[config.mk]
export PLATFORM = sky130hd
export DESIGN_NAME = map_discrete_latch
export DESIGN_NICKNAME = d
export VERILOG_FILES = /design/src/rtl/map_discrete_latch.sv
export SDC_FILE = /design/constraint.sdc
export NUM_CORES = 1
export LEC_CHECK = 0
export ABC_AREA = 1
export ABC_CLOCK_PERIOD_IN_PS = 1400
export BUFFER_PORTS_ARGS = -buffer_cell sky130_fd_sc_hd__buf_2
export CORE_ASPECT_RATIO = 0.7
export CORE_MARGIN = 2
export CORE_UTILIZATION = 46
export CTS_BUF_LIST = sky130_fd_sc_hd__clkbuf_4
export DETAILED_ROUTE_END_ITERATION = 8
export PLACE_DENSITY = 0.82
export REMOVE_ABC_BUFFERS = 1
export SYNTH_ARGS = -nofsm -noshare
export SYNTH_HDL_FRONTEND = slang
export SYNTH_SLANG_ARGS = --single-unit
[constraint.sdc]
create_clock -name clk -period 1.4 [get_ports clk]
set_input_delay 0 -clock clk [delete_from_list [all_inputs] [get_ports clk]]
set_output_delay 0 -clock clk [all_outputs]
set_load 0.005 [all_outputs]
[src/rtl/map_discrete_latch.sv]
// Single-register discrete-latch mapper: an M2-qualified CPU write sets the PRG/CHR banks
// and optional one-screen page, with selectable decode windows, bus conflicts and save-state.
module map_discrete_latch #(
  parameter int PRG_BITS = 2,
  parameter int CHR_BITS = 4,
  parameter int PRG_LSB  = 4,
  parameter int CHR_LSB  = 0,
  parameter int MIR_CTL  = 0,
  parameter int MIR_BIT  = 7,
  parameter int M2_FILT  = 2
) (
  input  logic                    clk,
  input  logic                    rst,
  input  logic                    m2,
  input  logic [15:0]             cpu_addr,
  input  logic [7:0]              cpu_data,
  input  logic                    cpu_rw,
  input  logic [7:0]              prg_do,
  input  logic [1:0]              cfg_dec,
  input  logic                    cfg_bus_cf,
  input  logic                    cfg_mir_v,
  input  logic [13:0]             ppu_addr,
  input  logic                    sst_act,
  input  logic                    sst_we,
  input  logic [7:0]              sst_addr,
  input  logic [7:0]              sst_di,
  output logic [7:0]              sst_do,
  output logic                    prg_ce,
  output logic [14+PRG_BITS:0]    prg_addr,
  output logic [12+CHR_BITS:0]    chr_addr,
  output logic                    ciram_ce,
  output logic                    ciram_a10
);

  localparam int PRG_M = ((1 << PRG_BITS) - 1) << PRG_LSB;
  localparam int CHR_M = ((1 << CHR_BITS) - 1) << CHR_LSB;
  localparam int MIR_M = (MIR_CTL != 0) ? (1 << MIR_BIT) : 0;
  localparam bit CFG_OK =
    (PRG_BITS >= 1) && (PRG_BITS <= 4) && (CHR_BITS >= 1) && (CHR_BITS <= 4) &&
    (PRG_LSB >= 0) && (PRG_LSB + PRG_BITS <= 8) &&
    (CHR_LSB >= 0) && (CHR_LSB + CHR_BITS <= 8) &&
    (MIR_BIT >= 0) && (MIR_BIT <= 7) &&
    ((PRG_M & CHR_M) == 0) && ((PRG_M & MIR_M) == 0) && ((CHR_M & MIR_M) == 0) &&
    (M2_FILT >= 1) && (M2_FILT <= 7);

  generate
    if (!CFG_OK) begin : g_cfg_err
      $fatal(1, "map_discrete_latch: illegal field layout or M2_FILT");
    end
  endgenerate

  localparam logic [1:0] S_IDLE   = 2'd0;
  localparam logic [1:0] S_HIGH   = 2'd1;
  localparam logic [1:0] S_COMMIT = 2'd2;

  logic                r_m2_s1, r_m2_s2, r_m2_d;
  logic                r_sync_vld, r_armed;
  logic [2:0]          r_cnt;
  logic [15:0]         r_sh_addr;
  logic [7:0]          r_sh_data, r_sh_prg;
  logic                r_sh_rw;
  logic [1:0]          r_state;
  logic [PRG_BITS-1:0] r_prg_bank;
  logic [CHR_BITS-1:0] r_chr_bank;
  logic                r_mir;
  logic [7:0]          r_raw;

  logic                w_hit, w_valid, w_rise, w_load, w_commit;
  logic [7:0]          w_val, w_byte;

  always_comb begin
    w_hit = 1'b0;
    case (cfg_dec)
      2'd0: w_hit = r_sh_addr[15] || (r_sh_addr[15:12] == 4'h6);
      2'd1: w_hit = (r_sh_addr[15:14] == 2'b10);
      2'd2: w_hit = (r_sh_addr[15:12] == 4'h7);
      default: w_hit = r_sh_addr[15];
    endcase
  end

  assign w_valid  = (r_cnt >= 3'(M2_FILT)) && !r_sh_rw && w_hit;
  assign w_rise   = r_m2_s2 && !r_m2_d && r_armed;
  assign w_val    = r_sh_data & ((cfg_bus_cf && r_sh_addr[15]) ? r_sh_prg : 8'hFF);
  assign w_load   = sst_we && (sst_addr == 8'h00);
  assign w_commit = (r_state == S_COMMIT) && !sst_act;
  assign w_byte   = w_load ? sst_di : w_val;

  // r_armed only sets once the synchronised pin is seen low after reset, so an M2
  // that is already high at release cannot fake a rising edge.
  always_ff @(posedge clk or posedge rst) begin
    if (rst) begin
      r_m2_s1    <= 1'b0;
      r_m2_s2    <= 1'b0;
      r_m2_d     <= 1'b0;
      r_sync_vld <= 1'b0;
      r_armed    <= 1'b0;
    end else begin
      r_m2_s1    <= m2;
      r_m2_s2    <= r_m2_s1;
      r_m2_d     <= r_m2_s2;
      r_sync_vld <= 1'b1;
      if (r_sync_vld && !r_m2_s1) r_armed <= 1'b1;
    end
  end

  always_ff @(posedge clk or posedge rst) begin
    if (rst) begin
      r_cnt     <= 3'd0;
      r_sh_addr <= 16'h0000;
      r_sh_data <= 8'h00;
      r_sh_prg  <= 8'h00;
      r_sh_rw   <= 1'b0;
    end else if (r_m2_s2) begin
      if (r_cnt != 3'd7) r_cnt <= r_cnt + 3'd1;
      r_sh_addr <= cpu_addr;
      r_sh_data <= cpu_data;
      r_sh_prg  <= prg_do;
      r_sh_rw   <= cpu_rw;
    end else begin
      r_cnt <= 3'd0;
    end
  end

  always_ff @(posedge clk or posedge rst) begin
    if (rst) begin
      r_state <= S_IDLE;
    end else if (sst_act) begin
      r_state <= S_IDLE;
    end else begin
      case (r_state)
        S_IDLE:   if (w_rise) r_state <= S_HIGH;
        S_HIGH:   if (!r_m2_s2) r_state <= w_valid ? S_COMMIT : S_IDLE;
        default:  r_state <= S_IDLE;
      endcase
    end
  end

  // Save-state load shares the extraction path and takes priority over a commit.
  always_ff @(posedge clk or posedge rst) begin
    if (rst) begin
      r_prg_bank <= '0;
      r_chr_bank <= '0;
      r_mir      <= 1'b0;
      r_raw      <= 8'h00;
    end else if (w_load || w_commit) begin
      r_prg_bank <= w_byte[PRG_LSB +: PRG_BITS];
      r_chr_bank <= w_byte[CHR_LSB +: CHR_BITS];
      r_mir      <= w_byte[MIR_BIT];
      r_raw      <= w_byte;
    end
  end

  assign prg_ce    = cpu_addr[15];
  assign prg_addr  = {r_prg_bank, cpu_addr[14:0]};
  assign chr_addr  = {r_chr_bank, ppu_addr[12:0]};
  assign ciram_ce  = !ppu_addr[13];
  assign ciram_a10 = (MIR_CTL != 0) ? r_mir : (cfg_mir_v ? ppu_addr[10] : ppu_addr[11]);
  assign sst_do    = (sst_addr == 8'h00) ? r_raw : 8'hFF;

endmodule
==> results_dict.tcl <==
set metrics [dict create \
    vias_per_cell 4.62 \
    p_comb_share_pct 17.6 \
    place_inst 359 \
    power_mw 2.46 \
    routed-wl-met2_um 2050 \
    postRouteAntennaNets 0 \
    fp.dieArea_mm2 0.00519 \
    reg2reg_from "r_state[0]$_DFFE_PP0P_" \
    critPathMostFrequentCell "nand2_1" \
    cp.arrival_ps 1520 \
    place_hpwl_um 3430 \
    p_leak_nw 1.43 \
    rr_worst_depth 7 \
    initial_utilization_pct 48.5 \
    final_cells 398 \
    drive_gt1_share_pct 25.1 \
    fin_area_mm2 0.00266 \
    cts_buffer_depth 2 \
    dieHeight_um 60.9 \
    clockPowerShare_pct 29.5 \
    wirelength_um 4870 \
    grt_pass1_vias 1686 \
    cts.sinks 39 \
    numCtsBuffers 5 \
    cts.reportedPaths.clkPinSlew_ps 110 \
    grt_max_degree 40 \
    powerDensity_mw_per_mm2 925 \
    route.detailed.drc 0 \
    num-nets-final 416 \
    cp-end-kind "flip-flop" \
    wl_met3_um 538 \
    p_seq_share_pct 53.0 \
    power_switching_mw 0.639 \
    syn-cell-area_mm2 0.00213 \
    grt_pass1_wl_um 7730 \
    dpl_cell_area_mm2 0.00227 \
    cts_setup_buffers 0 \
    synth.top_cells.by_count "nand2_1, dfrtp_1, buf_4" \
    vdd_ir_drop_max_mv 0.553 \
    synthFlopType "dfrtp_1" \
    skew_ps 13.1 \
    htree_levels 2 \
    status "complete, no violations" \
    whs_path_depth 0 \
    final_core_util_pct 60.8 \
    synth.most_common_cell "nand2_1" \
    ys_types 22 \
    cts_root_buf "clkbuf_4" \
    finalHoldWorstSlack_ps 0.0473 \
    yosys.area.top_type_share_pct 45.9 \
    synth_seq_cells 39 \
    synthArstFlopShare_pct 100 \
    routedWlPerCell_um 12.2 \
    diodes 0 \
    met1_length_um 2240 \
    fill_cells 385 \
    crit_fanout 9 \
    cap_violations 0 \
    synth_edf_count 0 \
    insertion_delay_ps 340 \
    grt_use_total_pct 19.7 \
    tns_ps 0 \
    finalCriticalPeriod_ps 1250 \
    period_share_pct 89.1 \
    highest_layer "met4" \
    core_area_mm2 0.00438 \
    netlist_instances 272 \
    detail_route.first_pass.iterations 4 \
    area_growth_pct 25.2 \
    ys_seq_area_share_pct 45.9 \
    hp-start "ppu_addr[0]" \
    fin_ws_ps 153 \
    setup_viol 0 \
    routabilityCongestion 0.841 \
    clock.fmax_mhz 802 \
    finalHoldViolCount 0 \
    path_class "reg -> reg" \
    rsz0062_at_grt "no" \
    r2r-end "r_prg_bank[0]$_DFFE_PP0P_" \
    overflow 0 \
    dp_slack_ps 190 \
    hold_class "in -> out" \
    crit_required_ps 1680 \
    cts_tree "yes" \
    p_int_mw 1.82 \
    critical_path.slowest_cell "dfrtp_1" \
    drv_slew 0 \
    antenna_found_initial 0 \
    sw_frac_of_total_pct 26.0 \
    r2r_slack_ps 150 \
    synth_top_cell_by_area "dfrtp_1" \
    ios 117 \
    die_w_um 85.3 \
    synth_warnings 0 \
    cpPeakStageDelay_ps 390 \
    path_cells "inv_1 > nand3_2 > inv_1 > nand3_1 > nand2_1 > nand2_1 > nand2_1" \
    routed-via-count 1837 \
    rows 20 \
    io_buffers 70 \
    drt-initial-drc-count 90 \
    syn_avg_cell_area_um2 7.82 \
    holdPathEnd "chr_addr[0]" \
    synth.area.top_cells "dfrtp_1, nand2_1, buf_4" \
    start_kind "flip-flop" \
]
==> routing by layer <==
layer | global-route usage (%) | up-vias
li1 | - | 942
met1 | 26.1 | 809
met2 | 28.7 | 79
met3 | 9.80 | 7
met4 | 4.76 | 0
met5 | 4.55 | -
==> repair_timing <==
action | in CTS | in global routing
endpoints found under the hold margin | 69 | 0
gates resized for setup | 0 | 0
hold buffers | 31 | 0
==> layout make-up <==
class | instances | area (um^2) | share of cell area [%]
clock inverter | 3 | 38.8 | 1.46
tap | 55 | 68.8 | 2.59
multi-input combinational | 162 | 737 | 27.7
clock buffer | 5 | 37.5 | 1.41
timing repair buffer | 106 | 698 | 26.2
inverter | 28 | 105 | 3.95
sequential | 39 | 976 | 36.7
==> cells in the final DEF, fill, tap and decap left out, drive strengths merged <==
cell / n
nand4: 3
nand3: 22
dlygate4sd3: 31
clkbuf: 5
nor3: 3
conb: 1
ha: 2
o21a: 1
nor2: 16
mux2: 1
clkinv: 2
bufinv: 1
a21oi: 3
o21bai: 1
nand3b: 5
o21ai: 12
inv: 28
nand2: 92
buf: 75
dfrtp: 39
==> state kept, by name (all words and copies together) (netlist names) <==
name	cells
r_armed	1
r_m2_s1	1
r_m2_s2	1
r_chr_bank	3
r_prg_bank	1
r_sh_prg	8
r_raw	4
r_sh_rw	1
r_sh_addr	4
r_sh_data	8
r_state	2
r_sync_vld	1
r_cnt	3
r_m2_d	1
==> critical path: cells and delay by family, from the launching register on <==
kind	cells	cell delay, ps
simple gates	5	480
flops	1	390
buf+inv	2	330
==> worst max path at each step <==
stage / start / end / slack, ps / cells after the start
2_1_floorplan: r_m2_s2$_DFF_PP0_ / r_state[0]$_DFFE_PP0P_ / -310 / 6
3_3_place_gp: r_state[0]$_DFFE_PP0P_ / r_prg_bank[0]$_DFFE_PP0P_ / 270 / 7
3_5_place_dp: r_state[0]$_DFFE_PP0P_ / r_prg_bank[0]$_DFFE_PP0P_ / 190 / 7
4_1_cts: r_state[0]$_DFFE_PP0P_ / r_prg_bank[0]$_DFFE_PP0P_ / 160 / 7
5_1_grt: r_state[0]$_DFFE_PP0P_ / r_prg_bank[0]$_DFFE_PP0P_ / 10 / 7
6_report: r_state[0]$_DFFE_PP0P_ / r_prg_bank[0]$_DFFE_PP0P_ / 150 / 7
==> cell families after synthesis <==
family,after synthesis,synth area share (%)
AO/OA/AOI/OAI,17,4.24
adder cells (fa/ha/maj),2,1.18
buffers and inverters,71,19.4
flip-flops,39,45.9
multiplexers,1,0.530
other,1,0.176
AND/OR/NAND/NOR,141,28.5
==> power groups by stage <==
stage                     Sequential [mW]  Clock, mW  Combinational [mW]
after floorplan                      1.32          0               0.191
after global placement               1.32          0               0.358
after detailed placement             1.32          0               0.368
after CTS                            1.30      0.740               0.436
after global routing                 1.32      0.803               0.496
final                                1.30      0.725               0.433
Note: power is estimated with default switching activity, not from simulation.
